[config.mk]
export PLATFORM = sky130hd
export DESIGN_NAME = prog_instmem_flat
export DESIGN_NICKNAME = d
export VERILOG_FILES = /design/src/rtl/prog_instmem_if.sv /design/src/rtl/prog_instmem.sv /design/src/flat_wrapper.sv
export SDC_FILE = /design/constraint.sdc
export NUM_CORES = 2
export LEC_CHECK = 0
export BUFFER_PORTS_ARGS = -buffer_cell sky130_fd_sc_hd__buf_2
export CORE_UTILIZATION = 68
export DETAILED_ROUTE_END_ITERATION = 6
export PLACE_DENSITY = 0.95
export SETUP_SLACK_MARGIN = 0.1
export SLEW_MARGIN = 20
export SYNTH_ARGS = -nofsm -noshare
export SYNTH_HDL_FRONTEND = slang
export SYNTH_SLANG_ARGS = --single-unit
[constraint.sdc]
create_clock -name clk -period 6.8 [get_ports clk]
set_input_delay 0.34 -clock clk [delete_from_list [all_inputs] [get_ports clk]]
set_output_delay 0.34 -clock clk [all_outputs]
set_load 0.005 [all_outputs]
[src/rtl/prog_instmem_if.sv]
// ---------------------------------------------------------------------------
// prog_instmem_if
//   Bus bundle between a core/loader (master) and the loadable instruction
//   memory prog_instmem (slave).
//
//   Load channel  : ld_valid, ld_ready, ld_data, ld_last
//   Control       : reload, run, prog_len
//   Fetch channel : pc, fetch_en, inst, inst_valid
//   Optional      : par_err (only when INSTMEM_PARITY_EN is defined)
//
//   Load handshake (valid/ready): a word transfers on a rising clk edge where
//   ld_valid && ld_ready are both high. The master holds ld_data/ld_last
//   stable while ld_valid is high and ld_ready is low. The master may raise
//   ld_valid at any time. ld_ready does not depend on ld_valid.
//
//   Parameters: IW instruction width, AW address width.
// ---------------------------------------------------------------------------
interface prog_instmem_if #(
  parameter int IW = 9,
  parameter int AW = 8
);
  logic          ld_valid;
  logic          ld_ready;
  logic [IW-1:0] ld_data;
  logic          ld_last;
  logic          reload;
  logic [AW-1:0] pc;
  logic          fetch_en;
  logic [IW-1:0] inst;
  logic          inst_valid;
  logic          run;
  logic [AW:0]   prog_len;
`ifdef INSTMEM_PARITY_EN
  logic          par_err;
`endif

`ifdef INSTMEM_PARITY_EN
  modport master (
    output ld_valid, ld_data, ld_last, reload, pc, fetch_en,
    input  ld_ready, inst, inst_valid, run, prog_len, par_err
  );
  modport slave (
    input  ld_valid, ld_data, ld_last, reload, pc, fetch_en,
    output ld_ready, inst, inst_valid, run, prog_len, par_err
  );
`else
  modport master (
    output ld_valid, ld_data, ld_last, reload, pc, fetch_en,
    input  ld_ready, inst, inst_valid, run, prog_len
  );
  modport slave (
    input  ld_valid, ld_data, ld_last, reload, pc, fetch_en,
    output ld_ready, inst, inst_valid, run, prog_len
  );
`endif

endinterface

[src/rtl/prog_instmem.sv]
// ---------------------------------------------------------------------------
// prog_instmem
//   Loadable instruction memory. After reset it sits in LOAD and accepts
//   program words on the load channel, writing them from address 0 upward.
//   The word flagged ld_last, or the word landing in the last location, ends
//   loading and moves to RUN. In RUN it serves registered fetches with one
//   cycle of latency. Addresses at or beyond prog_len read as NOP. A reload
//   pulse in RUN returns to LOAD with an empty program.
//
//   Optional feature macro: INSTMEM_PARITY_EN
//     Stores an even-parity bit with every word. A fetch whose stored word
//     fails the parity check raises bus.par_err with inst_valid.
//
//   Parameters:
//     IW    instruction width
//     AW    pc / address width
//     DEPTH number of words (2 <= DEPTH <= 2**AW)
//     NOP   value returned for unloaded / out-of-range addresses
//
//   Ports:
//     clk          system clock, rising edge
//     rst_n        asynchronous active-low reset
//     bus          prog_instmem_if.slave (load, fetch, status)
//     dbg_state_o  current FSM state (0 = LOAD, 1 = RUN)
// ---------------------------------------------------------------------------
module prog_instmem #(
  parameter int          IW    = 9,
  parameter int          AW    = 8,
  parameter int          DEPTH = 256,
  parameter logic [IW-1:0] NOP = '0
) (
  input  logic           clk,
  input  logic           rst_n,
  prog_instmem_if.slave  bus,
  output logic           dbg_state_o
);

  localparam int IDXW = (DEPTH > 1) ? $clog2(DEPTH) : 1;
`ifdef INSTMEM_PARITY_EN
  localparam int MW = IW + 1;
`else
  localparam int MW = IW;
`endif

  typedef enum logic {
    LOAD = 1'b0,
    RUN  = 1'b1
  } state_e;

  state_e          state_q;
  logic [IDXW-1:0] wptr_q;
  logic [AW:0]     prog_len_q;
  logic [IW-1:0]   inst_q;
  logic            inst_valid_q;
`ifdef INSTMEM_PARITY_EN
  logic            par_err_q;
`endif

  // Storage is deliberately not reset: prog_len_q gates every read, so stale
  // contents are never visible after reset or reload.
  logic [MW-1:0] mem_q [DEPTH];

  logic          ld_fire;
  logic          ld_done;
  logic          rd_hit;
  logic [MW-1:0] rd_word;
  logic [MW-1:0] wr_word;
  logic          rd_par_bad;

  assign ld_fire = bus.ld_valid && (state_q == LOAD);
  // The final location ends loading even without ld_last, so prog_len_q
  // can never exceed DEPTH.
  assign ld_done = ld_fire && (bus.ld_last || (wptr_q == IDXW'(DEPTH - 1)));

  // prog_len_q <= DEPTH, so a hit also guarantees pc < DEPTH and the
  // truncated index below never aliases.
  assign rd_hit  = ({1'b0, bus.pc} < prog_len_q);
  assign rd_word = mem_q[bus.pc[IDXW-1:0]];

`ifdef INSTMEM_PARITY_EN
  // Even parity over the whole stored word: XOR of all MW bits is zero.
  assign wr_word    = {^bus.ld_data, bus.ld_data};
  assign rd_par_bad = ^rd_word;
`else
  assign wr_word    = bus.ld_data;
  assign rd_par_bad = 1'b0;
`endif

  // Memory write port; active only in LOAD, so never concurrent with a read.
  always_ff @(posedge clk) begin
    if (ld_fire) begin
      mem_q[wptr_q] <= wr_word;
    end
  end

  // Control FSM with registered fetch outputs.
  always_ff @(posedge clk or negedge rst_n) begin
    if (!rst_n) begin
      state_q      <= LOAD;
      wptr_q       <= '0;
      prog_len_q   <= '0;
      inst_q       <= NOP;
      inst_valid_q <= 1'b0;
`ifdef INSTMEM_PARITY_EN
      par_err_q    <= 1'b0;
`endif
    end else begin
      case (state_q)
        LOAD: begin
          // Fetches are ignored while loading.
          inst_q       <= NOP;
          inst_valid_q <= 1'b0;
          if (ld_fire) begin
            wptr_q     <= wptr_q + 1'b1;
            prog_len_q <= prog_len_q + 1'b1;
            if (ld_done) begin
              state_q <= RUN;
            end
          end
        end
        RUN: begin
          if (bus.reload) begin
            // Reload takes priority over a fetch in the same cycle.
            state_q      <= LOAD;
            wptr_q       <= '0;
            prog_len_q   <= '0;
            inst_q       <= NOP;
            inst_valid_q <= 1'b0;
`ifdef INSTMEM_PARITY_EN
            par_err_q    <= 1'b0;
`endif
          end else if (bus.fetch_en) begin
            inst_q       <= rd_hit ? rd_word[IW-1:0] : NOP;
            inst_valid_q <= 1'b1;
`ifdef INSTMEM_PARITY_EN
            par_err_q    <= rd_hit && rd_par_bad;
`endif
          end else begin
            inst_valid_q <= 1'b0;
          end
        end
        default: begin
          state_q <= LOAD;
        end
      endcase
    end
  end

  assign bus.ld_ready   = (state_q == LOAD);
  assign bus.run        = (state_q == RUN);
  assign bus.inst       = inst_q;
  assign bus.inst_valid = inst_valid_q;
  assign bus.prog_len   = prog_len_q;
`ifdef INSTMEM_PARITY_EN
  assign bus.par_err    = par_err_q;
`endif
  assign dbg_state_o    = state_q;

  // Parity is only consumed when the feature is built in.
  logic unused_par;
  assign unused_par = rd_par_bad;

endmodule
[src/flat_wrapper.sv]
// flat-port wrapper written by rule: the top's interface ports become plain ports
module prog_instmem_flat 
#(
  parameter int          IW    = 9,
  parameter int          AW    = 8,
  parameter int          DEPTH = 256,
  parameter logic [IW-1:0] NOP = '0
)
  (clk, rst_n, dbg_state_o, bus_ld_valid, bus_ld_data, bus_ld_last, bus_reload, bus_pc, bus_fetch_en, bus_ld_ready, bus_inst, bus_inst_valid, bus_run, bus_prog_len);
  prog_instmem_if #(.IW(IW), .AW(AW)) bus_i ();
  input  logic clk;
  input  logic rst_n;
  output logic dbg_state_o;
  input wire logic [$bits(bus_i.ld_valid)-1:0] bus_ld_valid;
  input wire logic [$bits(bus_i.ld_data)-1:0] bus_ld_data;
  input wire logic [$bits(bus_i.ld_last)-1:0] bus_ld_last;
  input wire logic [$bits(bus_i.reload)-1:0] bus_reload;
  input wire logic [$bits(bus_i.pc)-1:0] bus_pc;
  input wire logic [$bits(bus_i.fetch_en)-1:0] bus_fetch_en;
  output wire logic [$bits(bus_i.ld_ready)-1:0] bus_ld_ready;
  output wire logic [$bits(bus_i.inst)-1:0] bus_inst;
  output wire logic [$bits(bus_i.inst_valid)-1:0] bus_inst_valid;
  output wire logic [$bits(bus_i.run)-1:0] bus_run;
  output wire logic [$bits(bus_i.prog_len)-1:0] bus_prog_len;
  assign bus_i.ld_valid = bus_ld_valid;
  assign bus_i.ld_data = bus_ld_data;
  assign bus_i.ld_last = bus_ld_last;
  assign bus_i.reload = bus_reload;
  assign bus_i.pc = bus_pc;
  assign bus_i.fetch_en = bus_fetch_en;
  assign bus_ld_ready = bus_i.ld_ready;
  assign bus_inst = bus_i.inst;
  assign bus_inst_valid = bus_i.inst_valid;
  assign bus_run = bus_i.run;
  assign bus_prog_len = bus_i.prog_len;
  prog_instmem #(.IW(IW), .AW(AW), .DEPTH(DEPTH), .NOP(NOP)) u_core (.clk(clk), .rst_n(rst_n), .bus(bus_i), .dbg_state_o(dbg_state_o));
endmodule
* After elaboration in Yosys (flattened, before gate mapping)
Memories as Yosys holds them, arrays and structs flattened. Index checks and enable logic that the tools add are counted.
Word-level totals: bits in registers 28, memories kept 1, output and inout port bits 22, memory bits (read-only) 0, input bits 23, latch bits 0, RAM bits 2304
Memories:
- u_core.mem_q | words 256, bits a word 9, rd ports 1, clocked after memory_dff 0, write ports 1, RTL line prog_instmem.sv:61 | logic [MW-1:0] mem_q [DEPTH];
Operators by class: $lt $le $gt $ge 1, div/mod/pow operators 0, $add $sub $neg 2, bitwise gates (word level) 1, shifts and indexed selects 0, reductions and logical operators 4, multipliers 0, mux-type cells 19, equality and inequality tests 4
Operators with widths (number):
- $mux 9 | 5
- $pmux 9 s2 | 2
- $mux 8 | 2
- $pmux 8 s2 | 1
- $add 9x1->9 const B | 1
- $lt 8x9->1 | 1
- $add 8x1->8 const B | 1
- $eq 8x8->1 const B | 1
- $mux 1 | 7
- $pmux 1 s2 | 2
- $ne 3x3->1 const B | 1
- $logic_and 1x1->1 | 2
- $ne 2x1->1 const B | 1
- $ne 2x2->1 const B | 1
- $reduce_and 2->1 | 1
- $logic_or 1x1->1 | 1
- $not 1->1 | 1

* Depth between registers and ports, before layout
depth in word-level cells 6, gate-level depth with buffers 12

* Worst setup path before layout
OpenSTA, ideal clock, no wires.
kind input to register, start point in bus_pc[0], end point reg u_core.inst_q[0] (netlist: u_core.bus.inst[0]), slack 4472 ps, setup time 145 ps, data arrival time 2183 ps, stages 9, path through buf_6 buf_6 buf_2 mux4_2 a221oi_1 and3_1 o22ai_1 nor3_1 o211ai_1
Between the ends: word-level cells in the longest chain between the ends 5, elaborated cells between the ends (all ways) 6
Ends and longest elaborated chain:
- from (decl) | RTL line flat_wrapper.sv:18 | input wire logic [$bits(bus_i.pc)-1:0] bus_pc;
- $mem_v2 256x9 or $lt 8x9->1 (tied branches)
- $mux 9 (*) | RTL line prog_instmem.sv:133 | inst_q <= rd_hit ? rd_word[IW-1:0] : NOP;
- $mux 9 (*) | RTL line prog_instmem.sv:132 | end else if (bus.fetch_en) begin
- $mux 9 (*) | RTL line prog_instmem.sv:122 | if (bus.reload) begin
- $pmux 9 s2 (*) | RTL line prog_instmem.sv:108 | case (state_q)
- to (signal assigned) | RTL line prog_instmem.sv:133
- to (decl) | RTL line prog_instmem.sv:53 | logic [IW-1:0] inst_q;
Every way passes the cells marked *; elsewhere a longest branch is shown, timed or not. The select of a mux whose other input is x is not followed. A chain may end at the register's enable or synchronous reset.

* Worst setup path after layout
start point in bus_pc[0], end point reg u_core.inst_q[8] (netlist: u_core.bus.inst[8])
Same word-level chain as after synthesis.

==> run metrics <==
status complete, but fails checks; failing checks design-rule violations, max-capacitance violations, max-slew violations; grt total ovfl 0; Max Transition Viols Final 4; # DRC 1; crit share post-route 66.0%; hpwl dp 136 mm; largest net degree at the start of global routing 135; crit path time final 4.49 ns; Ports 45; # clock sinks 2332; Worst-Skew Late Latency 0.88 ns; drt first pass iters 7; vias 51800; drt wl/cell 41.8 um; DIE AREA 0.135 mm^2; Yosys cell types 54; H-tree levels 4; post-synthesis cell count 4437; first-pass GRT wire length 375 mm; slew margin rel. -8.48%; P per Cell Area 299 mW/mm^2; post-synthesis cell area 0.0906 mm^2; gr usage total 39.9%; Seq/Total Area, Yosys 77.1%; Setup Viol. Count Final 0; Crit Path Class input pin to register; worst endpoint data arrival time 5.21 ns; total CTS buffers 208; Fin Clk Skew 0.0598 ns; Sequential Area 0.0699 mm^2; Min-Delay Path Class input pin to async pin; syn_nets 4472; peak supply drop 0.306 mV; syn avg cell area 20.4 um^2; FILL cells 6076; antenna-violating nets left 0; Die X 367 um; YS warnings 0; CP endpoint kind register; Post-synth top cells 2304 x edfxtp_1, 432 x mux4_2, 300 x nor2_1; Worst Tran Pin Value 1.61 ns; CTS Hold Bufs 6; CP Max Fanout 134; post-synth top area cell edfxtp_1; post-synth top area share 76.4%; CTS tree yes; share of layout cells above drive strength 1 20.1%; TNS Setup 0 ns; CP Launch Type input pin; postcts setup bufs 0; routed wire length 268 mm; Required @ worst endpoint 7.52 ns; Initial DRC Count 10300; CTS root buffer clkbuf_16; leakage dissipation 30.9 nW; post-cts resize count 0; area of the multi-input gates 0.0192 mm^2; total power 29.7 mW; Area contributors post-synth edfxtp_1 76%, mux4_2 11%, mux2i_1 2.0%; gpl congestion 0.908; fmax 223 MHz; clk buf depth 3; Via density 8.06; Max Cap Viol 2; Placement Rows 133; P&R area growth vs syn 9.44%; buffers added on ports 44; FFs w/ async S/R, synth 1.20%; Layout Nets 4522; number of global-route vias before repair 50600; Core Area 0.132 mm^2; Most used DFF post-synth edfxtp_1; Hold Fails Final Rpt 0; RSZ-0062 raised after global routing no; post-synthesis register bit count 2332; Die Y 367 um; Starting Density 68.8%; Post-synth EDFFs 2304; clk slew on worst S/H paths 0.07 ns; initial antenna violation count 20; count leader, synth edfxtp_1
-- layout make-up --
type	count	share of cell area, %
Sequential cell	2332	70.5
Multi-Input combinational cell	1813	19.4
Clock buffer	256	5.51
Tap cell	1755	2.21
Clock inverter	128	1.29
Timing Repair Buffer	120	1.05
Inverter	12	0.0454
Antenna cell	10	0.0252
-- sequential cells by signal, summed over array words and instances (netlist names) --
name,flops
u_core.bus.inst,9
u_core.bus.inst_valid,1
u_core.bus.prog_len,9
u_core.bus.run,1
u_core.mem_q,2304
u_core.wptr_q,8
-- layer usage --
| layer | GRT usage [%] | vias up | wire (um) |
|---|---|---|---|
| li1 | - | 18600 | - |
| met1 | 48.7 | 25300 | 78800 |
| met2 | 62.3 | 6314 | 125000 |
| met3 | 11.7 | 1550 | 39600 |
| met4 | 27.2 | 26 | 24600 |
| met5 | 0 | - | 213 |
-- where the power goes --
part / leakage, nW / switching (mW) / internal [mW]
Combinational: 6.50 / 1.21 / 0.475
Clock: 3.27 / 5.55 / 6.55
Sequential: 21.1 / 0.0573 / 15.8
-- layout by cell type (no fill, tap or decap), drive strengths merged, types with 15 or more instances in the layout --
cell type | Yosys | layout
a31oi | 36 | 36
nor4bb | 18 | 18
and3 | 20 | 20
a211oi | 90 | 90
o22ai | 45 | 45
edfxtp | 2304 | 2304
nor3 | 15 | 15
o221ai | 36 | 36
a22o | 38 | 38
a221oi | 108 | 108
inv | 12 | 17
clkinv | 0 | 89
nand3 | 32 | 32
clkbuf | 136 | 265
o21ai | 101 | 101
nor2 | 301 | 301
bufinv | 0 | 22
mux2i | 182 | 182
mux4 | 432 | 432
buf | 144 | 105
nor4 | 54 | 54
mux2 | 54 | 54
nand2 | 53 | 53
nor2b | 100 | 100
dfrtp | 28 | 28
nand4 | 26 | 26
-- worst max-delay path, cell delays in order --
cell and delay, ns:
buf_8 0.63, buf_12 0.61, mux4_2 0.61, o21ai_0 0.61, nor4bb_1 1.34, nand4_1 0.32, a22oi_1 0.27, o211ai_1 0.11
-- through the flow --
stage	setup WS, ns	std cells	hold slack, ns	utilization, %	area [um^2]
6_report	2.31	6426	0.0469	75.2	99200
5_1_grt	2.48	6417	0.0526	75.2	99100
4_1_cts	2.75	6414	0.0251	75.1	99000
3_5_place_dp	2.07	6024	0.405	70.0	92200
3_3_place_gp	2.08	6024	0.417	70.0	92200
2_1_floorplan	4.47	4437	0.0444	-	90600
-- worst paths after layout --
check                                       start                endpoint  slack, ns  cells after the start
min                                         rst_n  u_core.bus.prog_len[3]       0.05                      2
max                                     bus_pc[0]      u_core.bus.inst[8]       2.31                      8
max reg2reg                      u_core.wptr_q[6]    u_core.mem_q[100][3]       2.74                      3
max in group asynchronous                   rst_n        u_core.wptr_q[2]       6.26                      2
min reg2reg                u_core.bus.prog_len[5]  u_core.bus.prog_len[5]       0.60                      1
min in group clk                   bus_ld_data[8]    u_core.mem_q[149][8]       0.05                      1
-- logic make-up after synthesis --
group	Yosys count	synth area share [%]
AND/OR/NAND/NOR	641	3.49
multiplexers	668	13.4
XOR/XNOR	3	0.0290
adder cells (fa/ha/maj)	12	0.166
flip-flops	2332	77.1
AO/OA/AOI/OAI	489	3.95
buffers and inverters	292	1.82
Note: power is estimated with default switching activity, not from simulation.
